`src/rtl/rotary_pkg.sv`:
```
// Shared types and helpers for the rotary-joystick emulator: step directions,
// channel FSM states, analog-stick sector decode and one-hot rotations.
package rotary_pkg;

  typedef enum logic [1:0] {
    NONE = 2'd0,
    CCW  = 2'd1,
    CW   = 2'd2
  } rot_dir_t;

  typedef enum logic {
    IDLE   = 1'b0,
    REPEAT = 1'b1
  } ch_state_t;

  typedef struct packed {
    logic       valid;
    logic [2:0] sector;
  } sector_t;

  // |v| with -128 saturated to 127 so the result fits in 7 bits.
  function automatic logic [7:0] mag8(input logic signed [7:0] v);
    if (v == 8'sh80)
      return 8'd127;
    else if (v[7])
      return 8'(-v);
    else
      return v;
  endfunction

  function automatic sector_t sector8(input logic signed [7:0] x,
                                      input logic signed [7:0] y,
                                      input int unsigned       deadzone);
    logic [7:0] a;
    logic [7:0] b;
    sector_t    s;
    a = mag8(x);
    b = mag8(y);
    s.valid = (32'(a) >= deadzone) || (32'(b) >= deadzone);
    unique case ({x[7], y[7]})
      2'b00:   s.sector = (a > b)  ? 3'd0 : 3'd1;
      2'b10:   s.sector = (b >= a) ? 3'd2 : 3'd3;
      2'b11:   s.sector = (a > b)  ? 3'd4 : 3'd5;
      default: s.sector = (b >= a) ? 3'd6 : 3'd7;
    endcase
    return s;
  endfunction

  // Rotate the low n bits of a one-hot word; bits above n stay zero.
  function automatic logic [31:0] onehot_rotl(input logic [31:0] v, input int unsigned n);
    logic [63:0] w;
    logic [63:0] mask;
    w    = {32'd0, v};
    mask = (64'd1 << n) - 64'd1;
    w    = ((w << 1) | (w >> (n - 1))) & mask;
    return w[31:0];
  endfunction

  function automatic logic [31:0] onehot_rotr(input logic [31:0] v, input int unsigned n);
    logic [63:0] w;
    logic [63:0] mask;
    w    = {32'd0, v};
    mask = (64'd1 << n) - 64'd1;
    w    = ((w >> 1) | (w << (n - 1))) & mask;
    return w[31:0];
  endfunction

endpackage

```
`src/rtl/arcade_rotary_emu_if.sv`:
```
// Player-facing request/response bundle of the rotary emulator.
interface arcade_rotary_emu_if #(
  parameter int unsigned NUM_PLAYERS = 2,
  parameter int unsigned POSITIONS   = 8
);
  localparam int unsigned PW = $clog2(POSITIONS);

  logic                           enable;
  logic                           speed_fast;
  logic [NUM_PLAYERS-1:0]         abs_mode;
  logic [NUM_PLAYERS-1:0]         ccw;
  logic [NUM_PLAYERS-1:0]         cw;
  logic [NUM_PLAYERS*8-1:0]       analog_x;
  logic [NUM_PLAYERS*8-1:0]       analog_y;
  logic [NUM_PLAYERS*POSITIONS-1:0] rotary_out;
  logic [NUM_PLAYERS*PW-1:0]      position;
  logic [NUM_PLAYERS-1:0]         step_pulse;

  modport master (
    output enable, speed_fast, abs_mode, ccw, cw, analog_x, analog_y,
    input  rotary_out, position, step_pulse
  );

  modport slave (
    input  enable, speed_fast, abs_mode, ccw, cw, analog_x, analog_y,
    output rotary_out, position, step_pulse
  );
endinterface

```
`src/rtl/rotary_channel.sv`:
```
// One player's rotary: immediate step on request, then auto-repeat, with
// optional absolute steering from an analog stick (adjacent steps only).
module rotary_channel
  import rotary_pkg::*;
#(
  parameter int unsigned POSITIONS  = 8,
  parameter int unsigned DIV_WIDTH  = 23,
  parameter int unsigned FAST_SHIFT = 2,
  parameter int unsigned ABS_EN     = 1,
  parameter int unsigned DEADZONE   = 16,
  localparam int unsigned PW        = $clog2(POSITIONS)
) (
  input  logic                 clk_sys,
  input  logic                 reset_n,
  input  logic                 enable,
  input  logic                 speed_fast,
  input  logic                 abs_mode,
  input  logic                 ccw,
  input  logic                 cw,
  input  logic signed [7:0]    analog_x,
  input  logic signed [7:0]    analog_y,
  output logic [POSITIONS-1:0] onehot,
  output logic [PW-1:0]        position,
  output logic                 step_pulse
);
  localparam int unsigned FAST_BITS = DIV_WIDTH - FAST_SHIFT;

  ch_state_t             state_q, state_d;
  logic [DIV_WIDTH-1:0]  cnt_q, cnt_d, cnt_inc;
  logic [PW-1:0]         pos_q, pos_d;
  logic [POSITIONS-1:0]  oh_q, oh_d;
  logic                  step_q;
  logic                  do_step;
  rot_dir_t              rel_dir, abs_dir, dir;

  if (ABS_EN != 0) begin : g_abs
    sector_t    sec;
    logic [2:0] delta;
    // Shortest way round; a half-turn (delta 4) resolves to ccw.
    always_comb begin
      sec     = sector8(analog_x, analog_y, DEADZONE);
      delta   = sec.sector - 3'(pos_q);
      abs_dir = NONE;
      if (sec.valid && delta != 3'd0)
        abs_dir = (delta <= 3'd4) ? CCW : CW;
    end
  end else begin : g_no_abs
    assign abs_dir = NONE;
  end

  always_comb begin
    rel_dir = ccw ? CCW : (cw ? CW : NONE);
    dir     = (ABS_EN != 0 && abs_mode) ? abs_dir : rel_dir;
    cnt_inc = cnt_q + DIV_WIDTH'(1);
    state_d = state_q;
    cnt_d   = cnt_q;
    do_step = 1'b0;

    unique case (state_q)
      IDLE: begin
        if (dir != NONE) begin
          do_step = 1'b1;
          cnt_d   = '0;
          state_d = REPEAT;
        end
      end
      REPEAT: begin
        cnt_d = cnt_inc;
        if (dir == NONE)
          state_d = IDLE;
        else if (speed_fast ? (cnt_inc[FAST_BITS-1:0] == '0) : (cnt_inc == '0))
          do_step = 1'b1;
      end
    endcase

    pos_d = pos_q;
    oh_d  = oh_q;
    if (do_step) begin
      if (dir == CCW) begin
        pos_d = (pos_q == PW'(POSITIONS - 1)) ? '0 : pos_q + PW'(1);
        oh_d  = POSITIONS'(onehot_rotl(32'(oh_q), POSITIONS));
      end else begin
        pos_d = (pos_q == '0) ? PW'(POSITIONS - 1) : pos_q - PW'(1);
        oh_d  = POSITIONS'(onehot_rotr(32'(oh_q), POSITIONS));
      end
    end

    if (!enable) begin
      state_d = IDLE;
      cnt_d   = '0;
      do_step = 1'b0;
      pos_d   = '0;
      oh_d    = POSITIONS'(1);
    end
  end

  always_ff @(posedge clk_sys or negedge reset_n) begin
    if (!reset_n) begin
      state_q <= IDLE;
      cnt_q   <= '0;
      pos_q   <= '0;
      oh_q    <= POSITIONS'(1);
      step_q  <= 1'b0;
    end else begin
      state_q <= state_d;
      cnt_q   <= cnt_d;
      pos_q   <= pos_d;
      oh_q    <= oh_d;
      step_q  <= do_step;
    end
  end

  assign onehot     = oh_q;
  assign position   = pos_q;
  assign step_pulse = step_q;
endmodule

```
`src/rtl/arcade_rotary_emu.sv`:
```
// N-player rotary-joystick emulator: one rotary_channel per player plus the
// global enable override that blanks all outputs to the bootleg idle level.
module arcade_rotary_emu
  import rotary_pkg::*;
#(
  parameter int unsigned NUM_PLAYERS = 2,
  parameter int unsigned POSITIONS   = 8,
  parameter int unsigned DIV_WIDTH   = 23,
  parameter int unsigned FAST_SHIFT  = 2,
  parameter int unsigned ABS_EN      = 1,
  parameter int unsigned DEADZONE    = 16
) (
  input  logic               clk_sys,
  input  logic               reset_n,
  arcade_rotary_emu_if.slave bus
);
  localparam int unsigned PW = $clog2(POSITIONS);

  if (ABS_EN != 0 && POSITIONS != 8) begin : g_bad_cfg
    $error("arcade_rotary_emu: absolute mode needs POSITIONS == 8");
  end

  logic [POSITIONS-1:0] ch_oh   [NUM_PLAYERS];
  logic [PW-1:0]        ch_pos  [NUM_PLAYERS];
  logic                 ch_step [NUM_PLAYERS];
  logic                 en_q;

  for (genvar p = 0; p < NUM_PLAYERS; p++) begin : g_ch
    rotary_channel #(
      .POSITIONS  (POSITIONS),
      .DIV_WIDTH  (DIV_WIDTH),
      .FAST_SHIFT (FAST_SHIFT),
      .ABS_EN     (ABS_EN),
      .DEADZONE   (DEADZONE)
    ) u_ch (
      .clk_sys    (clk_sys),
      .reset_n    (reset_n),
      .enable     (bus.enable),
      .speed_fast (bus.speed_fast),
      .abs_mode   (bus.abs_mode[p]),
      .ccw        (bus.ccw[p]),
      .cw         (bus.cw[p]),
      .analog_x   (bus.analog_x[p*8 +: 8]),
      .analog_y   (bus.analog_y[p*8 +: 8]),
      .onehot     (ch_oh[p]),
      .position   (ch_pos[p]),
      .step_pulse (ch_step[p])
    );
  end

  // Registered copy of enable keeps the blanking aligned with the channel flops.
  always_ff @(posedge clk_sys or negedge reset_n) begin
    if (!reset_n) en_q <= 1'b1;
    else          en_q <= bus.enable;
  end

  always_comb begin
    bus.rotary_out = '1;
    bus.position   = '0;
    bus.step_pulse = '0;
    for (int unsigned p = 0; p < NUM_PLAYERS; p++) begin
      bus.rotary_out[p*POSITIONS +: POSITIONS] = en_q ? ch_oh[p] : '1;
      bus.position[p*PW +: PW]                 = ch_pos[p];
      bus.step_pulse[p]                        = ch_step[p];
    end
  end
endmodule

```
`src/flat_wrapper.sv`:
```
// flat-port wrapper written by rule: the top's interface ports become plain ports
module arcade_rotary_emu_flat import rotary_pkg::*;
#(
  parameter int unsigned NUM_PLAYERS = 2,
  parameter int unsigned POSITIONS   = 8,
  parameter int unsigned DIV_WIDTH   = 23,
  parameter int unsigned FAST_SHIFT  = 2,
  parameter int unsigned ABS_EN      = 1,
  parameter int unsigned DEADZONE    = 16
)
  (clk_sys, reset_n, bus_enable, bus_speed_fast, bus_abs_mode, bus_ccw, bus_cw, bus_analog_x, bus_analog_y, bus_rotary_out, bus_position, bus_step_pulse);
  arcade_rotary_emu_if #(.NUM_PLAYERS(NUM_PLAYERS), .POSITIONS(POSITIONS)) bus_i ();
  input  logic clk_sys;
  input  logic reset_n;
  input wire logic [$bits(bus_i.enable)-1:0] bus_enable;
  input wire logic [$bits(bus_i.speed_fast)-1:0] bus_speed_fast;
  input wire logic [$bits(bus_i.abs_mode)-1:0] bus_abs_mode;
  input wire logic [$bits(bus_i.ccw)-1:0] bus_ccw;
  input wire logic [$bits(bus_i.cw)-1:0] bus_cw;
  input wire logic [$bits(bus_i.analog_x)-1:0] bus_analog_x;
  input wire logic [$bits(bus_i.analog_y)-1:0] bus_analog_y;
  output wire logic [$bits(bus_i.rotary_out)-1:0] bus_rotary_out;
  output wire logic [$bits(bus_i.position)-1:0] bus_position;
  output wire logic [$bits(bus_i.step_pulse)-1:0] bus_step_pulse;
  assign bus_i.enable = bus_enable;
  assign bus_i.speed_fast = bus_speed_fast;
  assign bus_i.abs_mode = bus_abs_mode;
  assign bus_i.ccw = bus_ccw;
  assign bus_i.cw = bus_cw;
  assign bus_i.analog_x = bus_analog_x;
  assign bus_i.analog_y = bus_analog_y;
  assign bus_rotary_out = bus_i.rotary_out;
  assign bus_position = bus_i.position;
  assign bus_step_pulse = bus_i.step_pulse;
  arcade_rotary_emu #(.NUM_PLAYERS(NUM_PLAYERS), .POSITIONS(POSITIONS), .DIV_WIDTH(DIV_WIDTH), .FAST_SHIFT(FAST_SHIFT), .ABS_EN(ABS_EN), .DEADZONE(DEADZONE)) u_core (.clk_sys(clk_sys), .reset_n(reset_n), .bus(bus_i));
endmodule
```
`config.mk`:
```
export PLATFORM = sky130hd
export DESIGN_NAME = arcade_rotary_emu_flat
export DESIGN_NICKNAME = d
export VERILOG_FILES = /design/src/rtl/rotary_pkg.sv /design/src/rtl/arcade_rotary_emu_if.sv /design/src/rtl/rotary_channel.sv /design/src/rtl/arcade_rotary_emu.sv /design/src/flat_wrapper.sv
export SDC_FILE = /design/constraint.sdc
export NUM_CORES = 1
export LEC_CHECK = 0
export ABC_CLOCK_PERIOD_IN_PS = 7400
export CORE_MARGIN = 8
export CORE_UTILIZATION = 55
export DETAILED_ROUTE_END_ITERATION = 8
export PLACE_DENSITY = 0.79
export SKIP_CTS_REPAIR_TIMING = 1
export SYNTH_ARGS = -nofsm -noshare
export SYNTH_HDL_FRONTEND = slang
export SYNTH_SLANG_ARGS = --single-unit
```
`constraint.sdc`:
```
create_clock -name clk_sys -period 7.4 [get_ports clk_sys]
set_input_delay 0.74 -clock clk_sys [delete_from_list [all_inputs] [get_ports clk_sys]]
set_output_delay 0.74 -clock clk_sys [all_outputs]
set_load 0.05 [all_outputs]
```
== After elaboration in Yosys (flattened, before gate mapping) ==
Cells that the tools add are included.
Cells by class
  add/subtract/negate cells: 12
  $lt $le $gt $ge: 10
  equality and inequality tests: 16
  multiplexer cells: 70
  bitwise operators: 6
  reduce and logical (&&, ||, !) cells: 18
Operators with widths (number)
  8-bit 2-to-1 mux: 16
  23-bit 2-to-1 mux: 4
  23-bit case mux with 2 select lines: 2
  23-bit by 1-bit adder with 23-bit output, second input constant: 2
  23-bit logical NOT: 2
  21-bit logical NOT: 2
  8-bit equality test, second input constant: 4
  8-bit by 5-bit greater-or-equal comparator with 1-bit output, second input constant: 4
  8-bit negation: 4
  3-bit 2-to-1 mux: 10
  1-bit 2-to-1 mux: 22
  2-bit 2-to-1 mux: 10
  3-bit case mux with 3 select lines: 2
  8-bit greater-or-equal comparator: 2
  8-bit greater-than comparator: 2
  7-bit by 8-bit OR with 8-bit output: 2
  8-bit by 1-bit OR with 8-bit output: 2
  2-bit equality test, second input constant: 4
  2-bit logical NOT: 4
  1-bit case mux with 2 select lines: 4
  3-bit by 1-bit adder with 3-bit output, second input constant: 2
  3-bit equality test, second input constant: 2
  3-bit <= comparator, second input constant: 2
  3-bit logical NOT: 2
  10 further kinds: 20
Storage, ports and cells
  register bits after elaboration: 73
  output and inout bits: 24
  logic and storage cells: 143

== Longest topological paths before layout ==
  depth in word-level cells: 16
  mapped depth: 24
  mapped depth without buffers: 23

== Cells and area by module ==
From an unflattened synthesis, not the netlist that was laid out.
Unflattened totals
  cell total of the unflattened synthesis: 786
  area total of the unflattened synthesis: 6506.2 µm²
Modules (own cells, without submodules)
  rotary_channel (u_core.g_ch[1].u_ch): times used 1, cells an instance 395, area an instance 3233.1 µm²
  rotary_channel (u_core.g_ch[0].u_ch): times used 1, cells an instance 373, area an instance 3135.5 µm²
  arcade_rotary_emu: times used 1, cells an instance 18, area an instance 137.6 µm²

== Least setup slack after synthesis ==
Ideal clock, no wire load.
  kind: input-to-reg
  start point: input port bus_analog_x[8]
  end point: register u_core.g_ch[1].u_ch.oh_q[1]
  arrival time: 4.437 ns
  data required time: 7.277 ns
  setup slack: 2.840 ns
  stages on the path: 20
  path buffers: 1
  cells stage by stage: inv_1 > ha_1 > or3b_1 > and3_1 > or3_1 > ha_1 > a21o_1 > a21o_1 > a211oi_1 > o221ai_1 > o31a_1 > ha_1 > nand2b_1 > a21oi_1 > a21oi_1 > xnor2_1 > o31ai_4 > buf_6 > mux2i_1 > o2bb2ai_1
On the way
  word-level cells in the longest chain between the ends: 15
  elaborated cells between the ends (all ways): 30
  classes of those cells: 2 x add/sub; 4 x order compare; 3 x eq/ne; 16 x mux; 5 x reduce/logical
Ends and longest elaborated chain
  from (decl): RTL line flat_wrapper.sv:20  | input wire logic [$bits(bus_i.analog_x)-1:0] bus_analog_x;
  8-bit negation: RTL line rotary_pkg.sv:26  | return 8'(-v);
  8-bit 2-to-1 mux: RTL line rotary_pkg.sv:25  | else if (v[7])
  8-bit 2-to-1 mux *: RTL line rotary_pkg.sv:23  | if (v == 8'sh80)
  8-bit greater-or-equal comparator / 8-bit greater-than comparator (equally long branches)
  1-bit 2-to-1 mux (on tied branches)
  3-bit case mux with 3 select lines: RTL line rotary_pkg.sv:40  | unique case ({x[7], y[7]})
  3-bit subtractor: RTL line rotary_channel.sv:42  | delta = sec.sector - 3'(pos_q);
  3-bit <= comparator / 3-bit nonzero test (equally long branches): RTL line rotary_channel.sv:45, rotary_channel.sv:44
  2-bit 2-to-1 mux / 1-bit logical AND (equally long branches): RTL line rotary_channel.sv:45, rotary_channel.sv:44
  2-bit 2-to-1 mux *: RTL line rotary_channel.sv:44  | if (sec.valid && delta != 3'd0)
  2-bit 2-to-1 mux *: RTL line rotary_channel.sv:53  | dir = (ABS_EN != 0 && abs_mode) ? abs_dir : rel_dir;
  2-bit logical NOT, or another cell as far along: RTL line rotary_channel.sv:69  | if (dir == NONE)
  1-bit 2-to-1 mux, or another cell as far along: RTL line rotary_channel.sv:69
  1-bit case mux with 2 select lines / 8-bit 2-to-1 mux (equally long branches): RTL line rotary_channel.sv:59, rotary_channel.sv:78
  2-bit by 1-bit != test with 1-bit output (no source line) / 8-bit 2-to-1 mux (equally long branches)
  to (signal assigned): RTL line rotary_channel.sv:108  | oh_q <= oh_d;
  to (decl): RTL line rotary_channel.sv:31  | logic [POSITIONS-1:0] oh_q, oh_d;
Mark *: on every way between the ends. The rest lies on a longest branch, timed or not. The select of a mux whose other input is x is not followed.
A chain may end at the register's enable or synchronous reset.

== Worst setup path after layout ==
  start point: input port bus_analog_x[5]
  end point: register u_core.g_ch[0].u_ch.pos_q[1]
On the way
  word-level cells in the longest chain between the ends: 15
  elaborated cells between the ends (all ways): 30
  classes of those cells: 2 x add/sub; 4 x order compare; 3 x eq/ne; 16 x mux; 5 x reduce/logical
Ends and longest elaborated chain
  8-bit negation: RTL line rotary_pkg.sv:26
  8-bit 2-to-1 mux: RTL line rotary_pkg.sv:25
  8-bit 2-to-1 mux *: RTL line rotary_pkg.sv:23
  8-bit greater-or-equal comparator / 8-bit greater-than comparator (equally long branches)
  1-bit 2-to-1 mux (on tied branches)
  3-bit case mux with 3 select lines: RTL line rotary_pkg.sv:40
  3-bit subtractor: RTL line rotary_channel.sv:42
  3-bit <= comparator / 3-bit nonzero test (equally long branches): RTL line rotary_channel.sv:45, rotary_channel.sv:44
  2-bit 2-to-1 mux / 1-bit logical AND (equally long branches): RTL line rotary_channel.sv:45, rotary_channel.sv:44
  2-bit 2-to-1 mux *: RTL line rotary_channel.sv:44
  2-bit 2-to-1 mux *: RTL line rotary_channel.sv:53
  2-bit logical NOT, or another cell as far along: RTL line rotary_channel.sv:69
  1-bit 2-to-1 mux, or another cell as far along: RTL line rotary_channel.sv:69
  1-bit case mux with 2 select lines / 3-bit 2-to-1 mux (equally long branches): RTL line rotary_channel.sv:59, rotary_channel.sv:78
  2-bit by 1-bit != test with 1-bit output (no source line) / 3-bit 2-to-1 mux (equally long branches)
  to (signal assigned): RTL line rotary_channel.sv:107  | pos_q <= pos_d;
  to (decl): RTL line rotary_channel.sv:30  | logic [PW-1:0] pos_q, pos_d;
Marked as above.

==> impl_results.md <==
* Max Cap Viol at 0
* Sequential-to-total area share from yosys stat at 0.287
* Layout cell share with drive strength beyond 1 at 0.0788
* Worst Path Required at 7.61 ns
* Post-DP HPWL at 11.3 mm
* Routed length on met1 at 6.82 mm
* Worst slew margin at 0.322
* Worst vdd ir at 0.130 mV
* Pre-CTS WS at 1.79 ns
* Final setup vio count at 0
* Asr flop ratio synth at 1.00
* Top-area cell type share of the netlist area at 0.274
* Period utilization at 0.718
* # IOs at 66
* Antenna fix cells at 0
* Die height at 124 µm
* First-pass GRT wire length at 25.7 mm
* Drt pass-1 iters at 5
* Final net count at 893
* Final wirelength at 15.4 mm
* CTS tree: done
* Routed WL per cell at 16.1 µm
* Power Density at 194 nW/µm²
* Via/cell ratio at 6.18
* Root buf cell: clkbuf_16
* Mean Syn Cell Area at 8.32 µm²
* Drt drc at 0
* Max Clock Freq at 0.188 GHz
* Initial core utilization at 0.561
* Detail Route Antenna Nets at 0
* Die X at 124 µm
* CP endpoint kind: register
* Gr ovfl total at 0
* Worst-Skew Late Latency at 0.35 ns
* Critical path arrival at 5.52 ns
* Initial antenna violation count at 0
* CTS Buffer Depth at 2
* Top Layer Used: met4
* CP Launch Type: input port
* Core Area at 11400 µm²
* Crit path kind: in -> reg
* FF+latch area at 1830 µm²
* Worst Skew at 0.00971 ns
* Met3 WL at 734 µm
* Hold Crit Class: reg -> reg
* Clock-pin slew on the worst setup and hold paths at 0.06 ns
* Die Outline Area at 15300 µm²
* Main area contributors after synthesis: dfrtp_1, ha_1, nor2_1, nand2_1, o21ai_0
* Largest net degree at the start of global routing at 74
* Crit path time final at 5.31 ns
* Fin. Hold Viols at 0
* Cells after Synth at 767
* Pleak at 3.07 nW
* Mapped Nets at 853
* All-layer global routing usage at 0.202
* Most used flip-flop cell after synthesis: dfrtp_1
* Starting DRT DRC Count at 523
* Synthesized flop and latch total at 73
* Unique masters post-synth at 77
* Yosys top cell by area: dfrtp_1
* Fillers at 958
* Vias in the first global route at 5511
* Critical Path Fanout Max at 15
* # port buffers at 65
* DR WL met2 at 7.54 mm
* Max-slew violations at 0
* Outcome: complete, no violations
* H-tree lvl count at 3
* EDFF count, synth at 0
* Rows at 39
* Total number of vias at 5901
* Warnings, synthesis at 0
* Num CTS Buffers at 9
* Setup_tns at 0 ns
* RePlAce Congestion at 0.898
* Synth-to-layout area growth at 14.4%
* Clock sink total at 73
* Area of the multi-input gates at 4230 µm²
* Worst Slack Setup Final at 2.09 ns
* RSZ-0062 raised after global routing: false
* Syn Std Cell Area at 6380 µm²
* Worst Max-Slew Pin Slew at 1.02 ns
==> report_power, final <==
group | switching [mW] | leakage, nW | internal, mW
combinational | 0.327 | 1.94 | 0.212
sequential | 0.0408 | 0.997 | 0.429
clock | 0.178 | 0.131 | 0.226
total | 0.547 | 3.07 | 0.867
==> cells by family (layout without fill, tap and decap cells) <==
logic type,count (synthesis),count (layout),synth area share
muxes,16,16,0.0255
xor gates and xnor gates,28,28,0.0384
AOI/OAI and AO/OA,224,224,0.248
buffers and inverters,72,117,0.0506
adders and majority gates,44,44,0.0862
and+or+nand+nor,310,310,0.265
DFF,73,73,0.287
==> path summary, 6_finish.rpt <==
kind,slack (ns),cells after the start,startpoint,endpoint
setup / recovery,2.09,23,bus_analog_x[5],u_core.g_ch[0].u_ch.position[1]
hold / removal,0.53,2,u_core.g_ch[1].u_ch.onehot[0],u_core.g_ch[1].u_ch.onehot[0]
setup reg to reg,4.19,9,u_core.g_ch[0].u_ch.cnt_q[0],u_core.g_ch[0].u_ch.onehot[7]
hold reg to reg,0.53,2,u_core.g_ch[1].u_ch.onehot[0],u_core.g_ch[1].u_ch.onehot[0]
max in group asynchronous,6.16,2,reset_n,u_core.g_ch[0].u_ch.cnt_q[5]
min in group asynchronous,0.60,2,reset_n,u_core.g_ch[0].u_ch.cnt_q[3]
==> per-layer routing <==
metal	track usage	vias up
met5	0	-
met4	0.0790	0
met3	0.0313	25
met2	0.341	162
met1	0.256	2804
li1	-	2910
==> synthesized netlist by cell type (4+ instances only) <==
master and count:
clkbuf_1 16, dfrtp_1 70, buf_2 18, nand3_1 27, o31ai_1 17, a31oi_1 9
o2bb2ai_1 11, and2_1 11, o211ai_1 5, nor4_1 8, nor2_1 77, o21ai_1 38
nand2b_1 20, and4_1 7, nand4_1 18, a21o_1 4, xor2_1 13, nor3b_1 8
ha_1 44, nor3_2 5, and3_1 14, mux2i_1 14, inv_1 31, xnor2_1 15
nor2b_1 7, a211oi_1 8, nor3_1 14, o22ai_1 5, o2bb2ai_2 10, nand2_1 68
a21oi_1 37, or3_1 5, o21ai_0 40
==> layout make-up <==
cell class                      instances  area share
Multi-Input combinational cell        622       0.579
Timing Repair Buffer                   68      0.0915
Inverter                               33      0.0170
Sequential cell                        73       0.251
Clock buffer                            9      0.0308
Tap cell                              143      0.0245
Clock inverter                          7     0.00651
==> registers in the layout (all words and copies together) (netlist names) <==
register                     flops
u_core.g_ch.u_ch.cnt_q          46
u_core.g_ch.u_ch.onehot         16
u_core.g_ch.u_ch.position        6
u_core.g_ch.u_ch.state_q         2
u_core.g_ch.u_ch.step_pulse      2
u_core.en_q                      1
==> critical path, cell delays in order <==
cell	delay, ns
clkdlybuf4s50_1	0.51
nor4_1	0.46
nand2_1	0.12
nor2_1	0.15
a211oi_1	0.07
ha_1	0.32
nor2b_1	0.13
o21ai_0	0.14
nand2b_1	0.07
a21oi_1	0.18
nor2_1	0.07
a211oi_1	0.29
o221ai_1	0.17
o31a_1	0.13
ha_1	0.28
nand2b_1	0.16
a21oi_1	0.15
nor2_1	0.07
xnor2_1	0.15
o31ai_4	0.63
a21oi_1	0.14
a31oi_1	0.28
o2bb2ai_2	0.10
==> per-stage QoR <==
| stage | hold slack (ns) | instances | instance area [µm²] | power [mW] | util |
|---|---|---|---|---|---|
| floorplan | 0.444 | 767 | 6380 | 0.868 | - |
| global placement | 0.506 | 939 | 7030 | 0.985 | 0.618 |
| detailed placement | 0.520 | 939 | 7030 | 1.01 | 0.618 |
| CTS | 0.530 | 955 | 7300 | 1.42 | 0.642 |
| finish | 0.530 | 955 | 7300 | 1.41 | 0.642 |
| global route | 0.552 | 955 | 7300 | 1.49 | 0.642 |
==> cell usage in the layout (no fill, tap or decap), types with 20 or more instances in the layout <==
cell type        Yosys  layout
a21oi_1             37      37
clkdlybuf4s50_1      0      64
dfrtp_1             70      70
ha_1                44      44
inv_1               31      31
nand2_1             68      68
nand2b_1            20      20
nand3_1             27      27
nor2_1              77      77
o21ai_0             40      40
o21ai_1             38      38
Power figures use the tool's default switching activity.
==> edit 1, RTL diff (same flow settings) <==
Make the reset (`reset_n`) synchronous in 2 clocked blocks.
--- a/src/rtl/rotary_channel.sv
+++ b/src/rtl/rotary_channel.sv
@@ -94,7 +94,7 @@
     end
   end
 
-  always_ff @(posedge clk_sys or negedge reset_n) begin
+  always_ff @(posedge clk_sys) begin
     if (!reset_n) begin
       state_q <= IDLE;
       cnt_q   <= '0;
--- a/src/rtl/arcade_rotary_emu.sv
+++ b/src/rtl/arcade_rotary_emu.sv
@@ -49,7 +49,7 @@
   end
 
   // Registered copy of enable keeps the blanking aligned with the channel flops.
-  always_ff @(posedge clk_sys or negedge reset_n) begin
+  always_ff @(posedge clk_sys) begin
     if (!reset_n) en_q <= 1'b1;
     else          en_q <= bus.enable;
   end
Function: differs if reset_n is asserted again (counterexample within 4 cycles, from zero or initial values and one cycle with reset_n low); with reset_n held inactive, the same outputs for 4 cycles.
==> edit 1 against the unedited design <==
- non-clock buffer count is 2 higher
- via count grew 7.6%
- hold slack worse by 1.9 ps
- routed wire length increased by 6.6%
- first-iteration DRC count fell by 5.5%
- setup slack got worse by 440 ps
- combinational power down 30%
- design area is 0.86% lower
- area after synthesis is 1.7% lower
- power decreased by 9.5%
- register-to-register slack lost 870 ps
- sequential cell count unchanged
- clock power is 18% higher
==> edit 1: results (changes against the unedited design) <==
stage	metric	value	unit	change
run_status	status	completed		
route	first_iter_violations	494		-5.5%
route	vias_per_cell	6.41		+3.7%
place	gp_congestion	0.933		+4.0%
global_routing	grt_start_max_net_pins	55		-26%
min_path	hold_class	flip-flop to flip-flop		
synth	synth_commonest_cells	dfxtp_1, a21oi_1, nand2_1		
place	io_buffers	65		unchanged
route	dr_wl_met2	8030	um	+6.5%
route	routed.top_layer	met4		
finish	drive_above_1_share	0.0672		-0.0116
place	placed_cell_area	6910	sq um	-1.7%
power_and_ir_drop	leakage	2.62	nW	-15%
global_routing	grt.met2_usage	0.381		+0.0407
route	wl_met3	869	um	+18%
finish	layout.nets	929		+4.0%
synth	synth-main-ff-cell	dfxtp_1		
synth	ys_seq_area_frac	0.233		-0.0538
finish	antenna_cells	0		unchanged
sta	hold_slack	528	ps	-1.92 ps
finish	final_cells	991		+3.8%
sta	worst_slack	1650	ps	-443 ps
sta	skew	9.02	ps	-0.691 ps
place	post-dp-hpwl	11600	um	+3.2%
global_routing	grt_util_met3	0.0511		+0.0198
global_routing	grt_usage	0.221		+0.0185
place	dpl.cell_count	975		+3.8%
power_and_ir_drop	vdd_drop_max	159	uV	+23%
route	wl_met1	7050	um	+3.3%
sta	worst_pin_slew	1260	ps	+250 ps
setup_path	regToRegEndpoint	u_core.g_ch[1].u_ch.position[2]		
setup_path	cp.arrival	6010	ps	+490 ps
setup_path	crit_path_max_incr_delay	720	ps	+90 ps
setup_path	r2r_setup_slack	3320	ps	-870 ps
global_routing	grt_pass1_wl	28100	um	+9.7%
global_routing	grt_use_met1	0.265		+0.00866
setup_path	startpoint	bus_analog_y[15]		
synth	synth_area_leaders	dfxtp_1, ha_1, a21oi_1		
synth	postSynth.asyncResetShare	0		-1.00
finish	areaGrowthSynthToFinish	15.4	%	
synth	yosysUniqueCellTypes	80		+3.9%
finish	fillCellCount	966		+0.84%
setup_path	regToRegStartpoint	u_core.g_ch[1].u_ch.cnt_q[0]		
setup_path	critPathSlowestCell	clkdlybuf4s50_1		
synth	synth_nets	903		+5.9%
min_path	hold_end	u_core.g_ch[1].u_ch.cnt_q[20]		
setup_path	cp_max_fo	12		-3
route	wire_per_inst	16.5	um	+2.7%
global_routing	grt_pass1_vias	6176		+12%
min_path	hold_start	u_core.g_ch[1].u_ch.cnt_q[20]		
synth	synth.avg_cell_area	7.68	sq um	-7.7%
place	post-place-ws	1350	ps	-438 ps
[edit 1: changes by cell type in the layout (fill, tap and decap cells not counted), sizes merged, moves of 15 or more]
cell,change
a21oi,+28
dfrtp,-70
nor2,-22
dfxtp,+73
o2bb2ai,-21
o31ai,-15
o21ai,-24
[edit 1: area by class of cell]
class	count	area share
inverters	28	0.0145
multi-input cells	661	0.619
clock buffers	10	0.0330
clock inverters	6	0.0123
flip-flops and latches	73	0.202
well taps	143	0.0247
repair buffers	70	0.0950
[edit 1: logic make-up (layout without fill, tap and decap cells)]
logic type               count (synthesis)  in the layout  synth area share
AO/OA/AOI/OAI                          252            252             0.276
XOR/XNOR                                22             22            0.0307
adder cells (fa/ha/maj)                 44             44            0.0877
buffers and inverters                   83            114            0.0542
flip-flops                              73             73             0.233
multiplexers                            15             15            0.0243
AND/OR/NAND/NOR                        328            328             0.294
[edit 1: where the power goes]
group          total [mW]  switching (mW)  internal, mW
clock network       0.477           0.173         0.305
registers           0.424          0.0173         0.407
logic               0.377           0.226         0.151
==> edit 2, RTL diff (same settings) <==
Made on the original files. `DIV_WIDTH` is set to 23 in 3 places; all go to 25.
--- a/src/rtl/rotary_channel.sv
+++ b/src/rtl/rotary_channel.sv
@@ -4,7 +4,7 @@
   import rotary_pkg::*;
 #(
   parameter int unsigned POSITIONS  = 8,
-  parameter int unsigned DIV_WIDTH  = 23,
+  parameter int unsigned DIV_WIDTH  = 25,
   parameter int unsigned FAST_SHIFT = 2,
   parameter int unsigned ABS_EN     = 1,
   parameter int unsigned DEADZONE   = 16,
--- a/src/rtl/arcade_rotary_emu.sv
+++ b/src/rtl/arcade_rotary_emu.sv
@@ -5,7 +5,7 @@
 #(
   parameter int unsigned NUM_PLAYERS = 2,
   parameter int unsigned POSITIONS   = 8,
-  parameter int unsigned DIV_WIDTH   = 23,
+  parameter int unsigned DIV_WIDTH   = 25,
   parameter int unsigned FAST_SHIFT  = 2,
   parameter int unsigned ABS_EN      = 1,
   parameter int unsigned DEADZONE    = 16
--- a/src/flat_wrapper.sv
+++ b/src/flat_wrapper.sv
@@ -3,7 +3,7 @@
 #(
   parameter int unsigned NUM_PLAYERS = 2,
   parameter int unsigned POSITIONS   = 8,
-  parameter int unsigned DIV_WIDTH   = 23,
+  parameter int unsigned DIV_WIDTH   = 25,
   parameter int unsigned FAST_SHIFT  = 2,
   parameter int unsigned ABS_EN      = 1,
   parameter int unsigned DEADZONE    = 16
Check against the original RTL: same outputs for any inputs over 4 cycles, from zero or initial values and one cycle with reset_n low; that may be too few to reach the edited logic, so the function may still have changed.
==> edit 2 against the unedited design <==
- sequential cell count increased by 4
- critical path type unchanged
- design area increased by 2.5%
- setup slack got worse by 140 ps
- register-to-register slack lost 440 ps
- clock skew shrank 3.7 ps
- non-clock buffer count is the same
- critical endpoint is now u_core.g_ch[0].u_ch.onehot[0]
- routed wire length increased by 5.7%
- power increased by 4.9%
- area after synthesis rose by 2.5%
==> edit 2: results (changes against the unedited design) <==
stage	metric	value	unit	change
run_status	status	completed		
finish	fin_util	0.634		-0.00835
setup_path	cp.arrival	5730	ps	+210 ps
place	placed_cell_area	7190	sq um	+2.2%
finish	final-nonclk-buf-share	0.0895		-0.00193
global_routing	grt_usage	0.205		+0.00250
place	gp_congestion	0.940		+4.7%
route	first_iter_violations	627		+20%
synth	synth-xor-area-share	0.0294		-0.00898
setup_path	r2r_setup_slack	3750	ps	-440 ps
power_and_ir_drop	pwr-share-comb	0.360		-0.022
global_routing	grt_pass1_wl	27700	um	+7.8%
finish	seq_share	0.258		+0.00717
route	wire_per_inst	16.4	um	+2.1%
min_path	hold_start	u_core.g_ch[1].u_ch.cnt_q[24]		
finish	layout.nets	922		+3.2%
route	wl	16200	um	+5.7%
finish	inv_count	31		-6.1%
synth	yosys.area_share.adder	0.0841		-0.00214
sta	skew	5.97	ps	-3.74 ps
synth	muxShareOfSynthArea	0.0399		+0.0145
synth	synth_top_area_cell	dfrtp_1		
sta	hold_slack	527	ps	-3.57 ps
synth	synth_nets	892		+4.6%
global_routing	grt_pass1_vias	5849		+6.1%
power_and_ir_drop	leakage	3.16	nW	+3.1%
synth	ys_seq_area_frac	0.295		+0.00817
finish	multi_input_area_share	0.573		-0.00663
setup_path	regToRegEndpoint	u_core.g_ch[1].u_ch.onehot[0]		
synth	synth_area_leaders	dfrtp_1, ha_1, o21ai_0		
setup_path	cp-endpoint	u_core.g_ch[0].u_ch.onehot[0]		
floorplan	dieArea	15600	sq um	+2.2%
setup_path	regToRegStartpoint	u_core.g_ch[1].u_ch.cnt_q[0]		
setup_path	cp_max_fo	14		-1
power_and_ir_drop	vdd_drop_max	111	uV	-15%
clocking	clock_sinks	77		+5.5%
finish	final-clk-cell-share	0.0401		+0.00275
min_path	whs_path_depth	1		-1
sta	worst_pin_slew	1120	ps	+101 ps
finish	multi_input_gates	649		+4.3%
power_and_ir_drop	p_clk_frac	0.306		+0.020
route	num_vias	6254		+6.0%
sta	min_period_over_period	0.737		+0.0195
place	post-place-ws	1680	ps	-112 ps
power_and_ir_drop	internal_power	929	uW	+7.1%
finish	largest_reg_flops	50		+8.7%
global_routing	grt_start_max_net_pins	78		+5.4%
finish	fillCellCount	1026		+7.1%
setup_path	crit_path_max_incr_delay	640	ps	
synth	synth_commonest_cells	dfrtp_1, nor2_1, o21ai_0		
synth	netlist_instances	806		+5.1%
min_path	hold_end	u_core.g_ch[1].u_ch.cnt_q[24]		
[edit 2: cell count changes in the layout (fill, tap and decap cells not counted), sizes merged, moves of 6 or more]
| cell | before | now |
|---|---|---|
| a21oi | 38 | 56 |
| o21ai | 80 | 63 |
| a31oi | 9 | 22 |
| nand2 | 68 | 58 |
| o31ai | 21 | 14 |
| and2 | 12 | 6 |
| nand4 | 19 | 25 |
[edit 2: kinds of logic after synthesis]
group	Yosys count
and+or+nand+nor	316
AOI/OAI and AO/OA	242
buffers and inverters	80
DFF	77
adders and majority gates	44
muxes	25
xor gates and xnor gates	22
[edit 2: layer usage]
layer	vias up	wire (um)	global-route usage
met3	15	835	0.0387
met1	3001	7510	0.269
met5	-	0	0
met2	170	7740	0.337
li1	3068	-	-
met4	0	140	0.0573
